`src/rtl/multicycle_controller_pkg.sv`:
```
// multicycle_controller_pkg: shared encodings for the multicycle RV32I control path
// (states, ALU operation codes, opcodes and datapath mux selects).
package multicycle_controller_pkg;

   typedef enum logic [3:0] {
      S_FETCH    = 4'd0,
      S_DECODE   = 4'd1,
      S_MEMADR   = 4'd2,
      S_MEMREAD  = 4'd3,
      S_MEMWB    = 4'd4,
      S_MEMWRITE = 4'd5,
      S_EXECUTER = 4'd6,
      S_EXECUTEI = 4'd7,
      S_ALUWB    = 4'd8,
      S_BEQ      = 4'd9,
      S_JAL      = 4'd10
   } state_t;

   typedef enum logic [1:0] {
      ALUOP_ADD   = 2'b00,
      ALUOP_SUB   = 2'b01,
      ALUOP_FUNCT = 2'b10
   } alu_op_t;

   localparam logic [2:0] ALU_ADD = 3'b000;
   localparam logic [2:0] ALU_SUB = 3'b001;
   localparam logic [2:0] ALU_AND = 3'b010;
   localparam logic [2:0] ALU_OR  = 3'b011;
   localparam logic [2:0] ALU_SLT = 3'b101;

   localparam logic [6:0] OP_LW    = 7'b0000011;
   localparam logic [6:0] OP_SW    = 7'b0100011;
   localparam logic [6:0] OP_RTYPE = 7'b0110011;
   localparam logic [6:0] OP_ITYPE = 7'b0010011;
   localparam logic [6:0] OP_BEQ   = 7'b1100011;
   localparam logic [6:0] OP_JAL   = 7'b1101111;

   localparam logic [1:0] RES_ALUOUT = 2'b00;
   localparam logic [1:0] RES_DATA   = 2'b01;
   localparam logic [1:0] RES_ALU    = 2'b10;

   localparam logic [1:0] SRCA_PC    = 2'b00;
   localparam logic [1:0] SRCA_OLDPC = 2'b01;
   localparam logic [1:0] SRCA_RS1   = 2'b10;

   localparam logic [1:0] SRCB_RS2  = 2'b00;
   localparam logic [1:0] SRCB_IMM  = 2'b01;
   localparam logic [1:0] SRCB_FOUR = 2'b10;

   localparam logic [1:0] IMM_I = 2'b00;
   localparam logic [1:0] IMM_S = 2'b01;
   localparam logic [1:0] IMM_B = 2'b10;
   localparam logic [1:0] IMM_J = 2'b11;

endpackage

```
`src/rtl/multicycle_controller_alu_decoder.sv`:
```
// alu_decoder: maps ALUOp plus funct fields to the ALU control code;
// shared with the pipelined control unit.
module alu_decoder
   import multicycle_controller_pkg::*;
(
   input  alu_op_t    alu_op,
   input  logic [2:0] funct3,
   input  logic       funct7b5,
   input  logic       op5,
   output logic [2:0] alu_control
);

   always_comb begin
      alu_control = ALU_ADD;
      if (alu_op == ALUOP_SUB)
         alu_control = ALU_SUB;
      else if (alu_op == ALUOP_FUNCT)
         case (funct3)
            3'b000:  alu_control = (op5 & funct7b5) ? ALU_SUB : ALU_ADD;
            3'b010:  alu_control = ALU_SLT;
            3'b110:  alu_control = ALU_OR;
            3'b111:  alu_control = ALU_AND;
            default: alu_control = ALU_ADD;
         endcase
   end

endmodule

```
`src/rtl/multicycle_controller.sv`:
```
// multicycle_controller: Moore FSM sequencing a shared-memory, shared-ALU RV32I
// datapath through fetch/decode/execute/memory/writeback with a memory-ready stall.
module multicycle_controller
   import multicycle_controller_pkg::*;
(
   input  logic       clk,
   input  logic       rst,
   input  logic [6:0] op,
   input  logic [2:0] funct3,
   input  logic       funct7b5,
   input  logic       zero,
   input  logic       mem_ready,
   output logic       pc_write,
   output logic       adr_src,
   output logic       mem_write,
   output logic       ir_write,
   output logic [1:0] result_src,
   output logic [1:0] alu_src_a,
   output logic [1:0] alu_src_b,
   output logic [2:0] alu_control,
   output logic [1:0] imm_src,
   output logic       reg_write,
   output logic       instr_done,
   output logic       illegal,
   output logic [3:0] state
);

   state_t  state_q, state_d;
   alu_op_t alu_op;
   logic    pc_w, mem_w, ir_w, reg_w, done, ill;

   always_ff @(posedge clk or negedge rst)
      if (!rst) state_q <= S_FETCH;
      else      state_q <= state_d;

   always_comb begin
      state_d    = state_q;
      pc_w       = 1'b0;
      adr_src    = 1'b0;
      mem_w      = 1'b0;
      ir_w       = 1'b0;
      result_src = RES_ALUOUT;
      alu_src_a  = SRCA_PC;
      alu_src_b  = SRCB_RS2;
      alu_op     = ALUOP_ADD;
      reg_w      = 1'b0;
      done       = 1'b0;
      ill        = 1'b0;
      case (state_q)
         S_FETCH: begin
            alu_src_b  = SRCB_FOUR;
            result_src = RES_ALU;
            ir_w       = mem_ready;
            pc_w       = mem_ready;
            state_d    = mem_ready ? S_DECODE : S_FETCH;
         end
         S_DECODE: begin
            alu_src_a = SRCA_OLDPC;
            alu_src_b = SRCB_IMM;
            case (op)
               OP_LW, OP_SW: state_d = S_MEMADR;
               OP_RTYPE:     state_d = S_EXECUTER;
               OP_ITYPE:     state_d = S_EXECUTEI;
               OP_BEQ:       state_d = S_BEQ;
               OP_JAL:       state_d = S_JAL;
               default: begin
                  ill     = 1'b1;
                  state_d = S_FETCH;
               end
            endcase
         end
         S_MEMADR: begin
            alu_src_a = SRCA_RS1;
            alu_src_b = SRCB_IMM;
            state_d   = (op == OP_SW) ? S_MEMWRITE : S_MEMREAD;
         end
         S_MEMREAD: begin
            adr_src = 1'b1;
            state_d = mem_ready ? S_MEMWB : S_MEMREAD;
         end
         S_MEMWB: begin
            result_src = RES_DATA;
            reg_w      = 1'b1;
            done       = 1'b1;
            state_d    = S_FETCH;
         end
         S_MEMWRITE: begin
            adr_src = 1'b1;
            mem_w   = 1'b1;
            done    = mem_ready;
            state_d = mem_ready ? S_FETCH : S_MEMWRITE;
         end
         S_EXECUTER: begin
            alu_src_a = SRCA_RS1;
            alu_op    = ALUOP_FUNCT;
            state_d   = S_ALUWB;
         end
         S_EXECUTEI: begin
            alu_src_a = SRCA_RS1;
            alu_src_b = SRCB_IMM;
            alu_op    = ALUOP_FUNCT;
            state_d   = S_ALUWB;
         end
         S_ALUWB: begin
            reg_w   = 1'b1;
            done    = 1'b1;
            state_d = S_FETCH;
         end
         S_BEQ: begin
            alu_src_a = SRCA_RS1;
            alu_op    = ALUOP_SUB;
            pc_w      = zero;
            done      = 1'b1;
            state_d   = S_FETCH;
         end
         S_JAL: begin
            alu_src_a = SRCA_OLDPC;
            alu_src_b = SRCB_FOUR;
            pc_w      = 1'b1;
            state_d   = S_ALUWB;
         end
         default: state_d = S_FETCH;
      endcase
   end

   always_comb
      case (op)
         OP_SW:   imm_src = IMM_S;
         OP_BEQ:  imm_src = IMM_B;
         OP_JAL:  imm_src = IMM_J;
         default: imm_src = IMM_I;
      endcase

   alu_decoder u_alu_decoder (
      .alu_op     (alu_op),
      .funct3     (funct3),
      .funct7b5   (funct7b5),
      .op5        (op[5]),
      .alu_control(alu_control)
   );

   // Reset must suppress every side effect even though FETCH would otherwise assert loads.
   assign pc_write   = pc_w  & rst;
   assign mem_write  = mem_w & rst;
   assign ir_write   = ir_w  & rst;
   assign reg_write  = reg_w & rst;
   assign instr_done = done  & rst;
   assign illegal    = ill   & rst;
   assign state      = state_q;

endmodule

```
`config.mk`:
```
export PLATFORM = sky130hd
export DESIGN_NAME = multicycle_controller
export DESIGN_NICKNAME = d
export VERILOG_FILES = /design/src/rtl/multicycle_controller_pkg.sv /design/src/rtl/multicycle_controller_alu_decoder.sv /design/src/rtl/multicycle_controller.sv
export SDC_FILE = /design/constraint.sdc
export NUM_CORES = 1
export LEC_CHECK = 0
export CAP_MARGIN = 20
export CORE_MARGIN = 3
export CORE_UTILIZATION = 33
export CTS_CLUSTER_SIZE = 25
export DETAILED_ROUTE_END_ITERATION = 10
export GPL_TIMING_DRIVEN = 0
export PLACE_DENSITY = 0.75
export SYNTH_ARGS = -nofsm -noshare
export SYNTH_HDL_FRONTEND = slang
export SYNTH_HIERARCHICAL = 1
export SYNTH_SLANG_ARGS = --single-unit
```
`constraint.sdc`:
```
create_clock -name clk -period 1.3 [get_ports clk]
set_clock_uncertainty 0.05 [all_clocks]
set_input_delay 0.13 -clock clk [delete_from_list [all_inputs] [get_ports clk]]
set_output_delay 0.13 -clock clk [all_outputs]
set_load 0.05 [all_outputs]
```
==> results of run 1 <==
-- metrics by stage --
step	setup slack, ns	setup TNS, ns	std cells	util (%)
after CTS	-0.5319	-6.911	171	94.01
after detailed placement	-1.246	-17.53	151	75.27
after global placement	-1.253	-17.15	151	75.27
after floorplan	-0.6867	-6.388	91	-
-- timing repair --
item / 4_1_cts
endpoints found under the hold margin: 4
hold buffers: 1
pin swaps: 15
setup buffers: 16
setup endpoints to repair: 26
resized for setup: 198
-- kinds of logic after synthesis --
logic type / after synthesis / synth area share (%)
XOR/XNOR: 2 / 2.869
AND/OR/NAND/NOR: 49 / 46.31
buffers and inverters: 10 / 6.967
flip-flops: 4 / 16.39
AO/OA/AOI/OAI: 26 / 27.46
==> run metrics, run 1 <==
htree depth=1; row count=14; CTS Root Buffer Type=clkbuf_4; register area share after synthesis=16.39%; library cells used by synthesis=37; syn nets=106; commonest cells in the netlist=nor2_1 (11), a21oi_1 (9), nand2_1 (8); Async S/R FF share, synth=100.0%; Initial Util=37.48%; most frequent cell after synthesis=nor2_1; ys flop type=dfrtp_1; top post-synthesis cells by area=dfrtp_1 (16%), a21oi_1 (7.4%), nor2_1 (6.8%); die height=49.02 µm; post-synth top area cell=dfrtp_1; Post-Syn Instances=91; pin count of the biggest net entering global routing=11; clk sink count=4; Post-synth EDFFs=0; I/O Buffers=36; first error=[ERROR DPL-0038] Utilization greater than 100%, impossible to legalize; area post-placement=1226 µm²; dpl hpwl=1747 µm; die boundary width=49.02 µm; Worst endpoint, post-GRT repair=pc_write; syn avg cell area=6.710 µm²; Ports=37; flops & latches, synth=4; TritonCTS Buffers=3; clock tree buffer depth=2; Failed at=global routing; outcome=did not finish; worst endpoint type=top-level output; YS warnings=6; mapped cell area=610.6 µm²; Yosys top cell area share=16.39%; routability cong.=0.7856
==> run 2: changes to the inputs <==
CORE_AREA = 3 3 64 66   (was unset)
CORE_MARGIN = unset   (was 3)
CORE_UTILIZATION = unset   (was 33)
CTS_CLUSTER_SIZE = unset   (was 25)
DIE_AREA = 0 0 67 69   (was unset)
PLACE_DENSITY = unset   (was 0.75)
PLACE_DENSITY_LB_ADDON = 0.15   (was unset)
clock period = 1.7 ns   (was 1.3 ns; I/O delays follow)
==> run 2 against run 1 <==
Compared with the run above: the flow now finishes, with violations (setup timing); area after synthesis is the same; synthesized cell count stayed put.
==> run metrics, run 2 <==
fin nets=157; YS warnings=6; I/O Buffers=36; DRC viols=0; Slowest-stage cell, CP=dfrtp_2; simple-gate share of the synthesized area=46.31%; Slew @ Worst Pin=0.4986 ns; post-synth top area cell=dfrtp_1; final instance area=1401 µm²; die area=4623 µm²; Initial Util=16.80%; Post-synth EDFFs=0; Hold Startpoint=op[0]; Hold Path Depth=3; TritonCTS clock tree=done; P per Cell Area=432.4 nW/µm²; library cells used by synthesis=37; Async S/R FF share, synth=100.0%; outcome=finished, violations left; Tmin final=1.767 ns; most frequent cell after synthesis=nor2_1; area post-placement=1207 µm²; fmax=566.0 MHz; final worst slack=-0.06689 ns; Max Cap Viol=0; worst-path cell chain=or3b_4 > a21oi_2 > a31oi_2 > nor3_4 > buf_6; failing checks=setup timing; Final setup viols=5; die boundary width=67 µm; clock tree buffer depth=2; Comb pwr share=50.2%; syn avg cell area=6.710 µm²; dpl hpwl=1870 µm; first-pass GRT wire length=4298 µm; Tot GR Track Use=11.64%; commonest non-fill, non-tap cells in the layout=buf_4 (15), buf_6 (11), a21oi_1 (7), clkdlybuf4s50_1 (7), dlygate4sd2_1 (7); mux share of post-synthesis cell area=0%; CTS Root Buffer Type=clkbuf_8; crit start category=register; R2R cell count=5; Req. time, crit path=1.48 ns; syn nets=106; CP Max Fanout=6; complex-gate fraction of the synthesized area=27.46%; Yosys top cell area share=16.39%; Worst Hold Class=input pin to register; Psw=233.8 µW; Via density=4.628; Clock Pin Slew Worst Setup and Hold Paths=0.03 ns; die height=69 µm; max incr delay on CP=0.42 ns; P_leak=0.0005765 µW; final hold slack=0.2493 ns; vias in the first global route=876; clk sink count=4; htree depth=1; top post-synthesis cells by area=dfrtp_1 (16%), a21oi_1 (7.4%), nor2_1 (6.8%); commonest cells in the netlist=nor2_1 (11), a21oi_1 (9), nand2_1 (8); Synth Area in Adders=0%; WS Path Type=register to output port; Core ar.=3633 µm²; Fillers=394; largest family of logic cells by synthesized area=simple AND/OR/NAND/NOR gates; routed wire length=2524 µm; Iter 0 DRT Violations=16; Clk Latency, worst-skew pair=0.21 ns; TritonCTS Buffers=3; Vias=870; worst-case headroom to the max-slew limit=66.70%; Pwr Total=605.9 µW; layout cell share with drive strength beyond 1=55.00%; worst reg2reg startpoint=state[1]$_DFF_PN0_; initial antenna violation count=0; clock share of power=32.6%; ys flop type=dfrtp_1; remaining antenna violation count=0; Post-Synth XOR/XNOR Area=2.869%; Worst VDD drop=0.0003567 V; max reg flops=4; internal cell power=372.1 µW; Fin. Hold Viols=0; Ports=37; Antenna Cells=0; register area share after synthesis=16.39%; Routed WL per cell=13.43 µm; 1st-pass router iterations=4; most common cell after layout, fill and taps aside=buf_4; Worst Setup End Kind=output port; Area Growth Syn to Fin=129.5%; routability cong.=0.7726; sequential power share=17.2%; RSZ-0062 raised after global routing=yes; Setup crit start=state[1]$_DFF_PN0_; Net Sw Frac=38.59%; Remaining Overflow, GRT=0; flops & latches, synth=4; Max Slew Vio Count=0; row count=22; pin count of the biggest net entering global routing=11; WP data arrival=1.55 ns; Final Cycle Share=103.9%; mapped cell area=610.6 µm²; Post-Syn Instances=91
==> run 2: cell counts after synthesis <==
No cell type changed its count.
==> run 2: routing by layer <==
layer  vias to the layer above  global-route usage, %  part of all wire (%)
li1                        430                      -                     -
met1                       422                  15.51                    42
met2                        18                  19.21                    53
met3                         0                  1.466                   4.6
met4                         0                  3.378                     0
met5                         -                      0                     0
==> run 2: stage by stage <==
step	cells	TNS, ns	setup slack (ns)	util, %
floorplan	91	-1.215	-0.3268	-
global placement	175	-9.922	-0.9834	33.23
detailed placement	175	-10.07	-0.9770	33.23
CTS	184	-0.5121	-0.1474	36.91
global route	188	-1.018	-0.1507	38.57
finish	188	-0.1872	-0.06689	38.57
==> run 2: timing repair <==
action / CTS / global route
gates resized for setup: 142 / 16
hold buffers: 1 / 0
hold endpoints to repair: 4 / 0
pin swaps: 7 / 5
endpoints found under the setup margin: 19 / 17
buffers inserted: 5 / 4
==> run 2: cell type report <==
| cell class | instances | area [µm²] | share of cell area [%] |
|---|---|---|---|
| plain buffers | 5 | 52.55 | 3.750 |
| multi-input cells | 77 | 700.7 | 50.00 |
| well taps | 48 | 60.06 | 4.286 |
| repair buffers | 46 | 420.4 | 30.00 |
| clock buffers | 3 | 41.29 | 2.946 |
| flip-flops and latches | 4 | 105.1 | 7.500 |
| inverters | 5 | 21.27 | 1.518 |
==> run 2: critical path, delay by kind of cell (launching register included) <==
| kind | cells | cell delay (ns) |
|---|---|---|
| compound gates | 2 | 0.19 |
| buf+inv | 1 | 0.18 |
| flops | 1 | 0.42 |
| simple gates | 2 | 0.54 |
==> run 2: worst paths after layout <==
kind | endpoint | slack [ns]
max in group asynchronous | state[0]$_DFF_PN0_ | 0.89
worst min-delay path | state[0]$_DFF_PN0_ | 0.25
worst max-delay path | pc_write | -0.07
worst min register to register | state[2]$_DFF_PN0_ | 0.64
worst max register to register | state[0]$_DFF_PN0_ | 0.25
min in group asynchronous | state[3]$_DFF_PN0_ | 0.53
==> run 2: cells by family after synthesis <==
| kind of cell | Yosys count |
|---|---|
| buf+inv | 10 |
| compound gates | 26 |
| xor+xnor | 2 |
| simple gates | 49 |
| flops | 4 |
==> run 2: power groups by stage <==
stage	registers, µW	logic [µW]	clock network (µW)
after floorplan	116	170	0
after global placement	105	287	0
after detailed placement	106	287	0
after CTS	105	304	207
after global routing	106	323	218
final	104	304	197
Note: power is estimated with default switching activity, not from simulation.
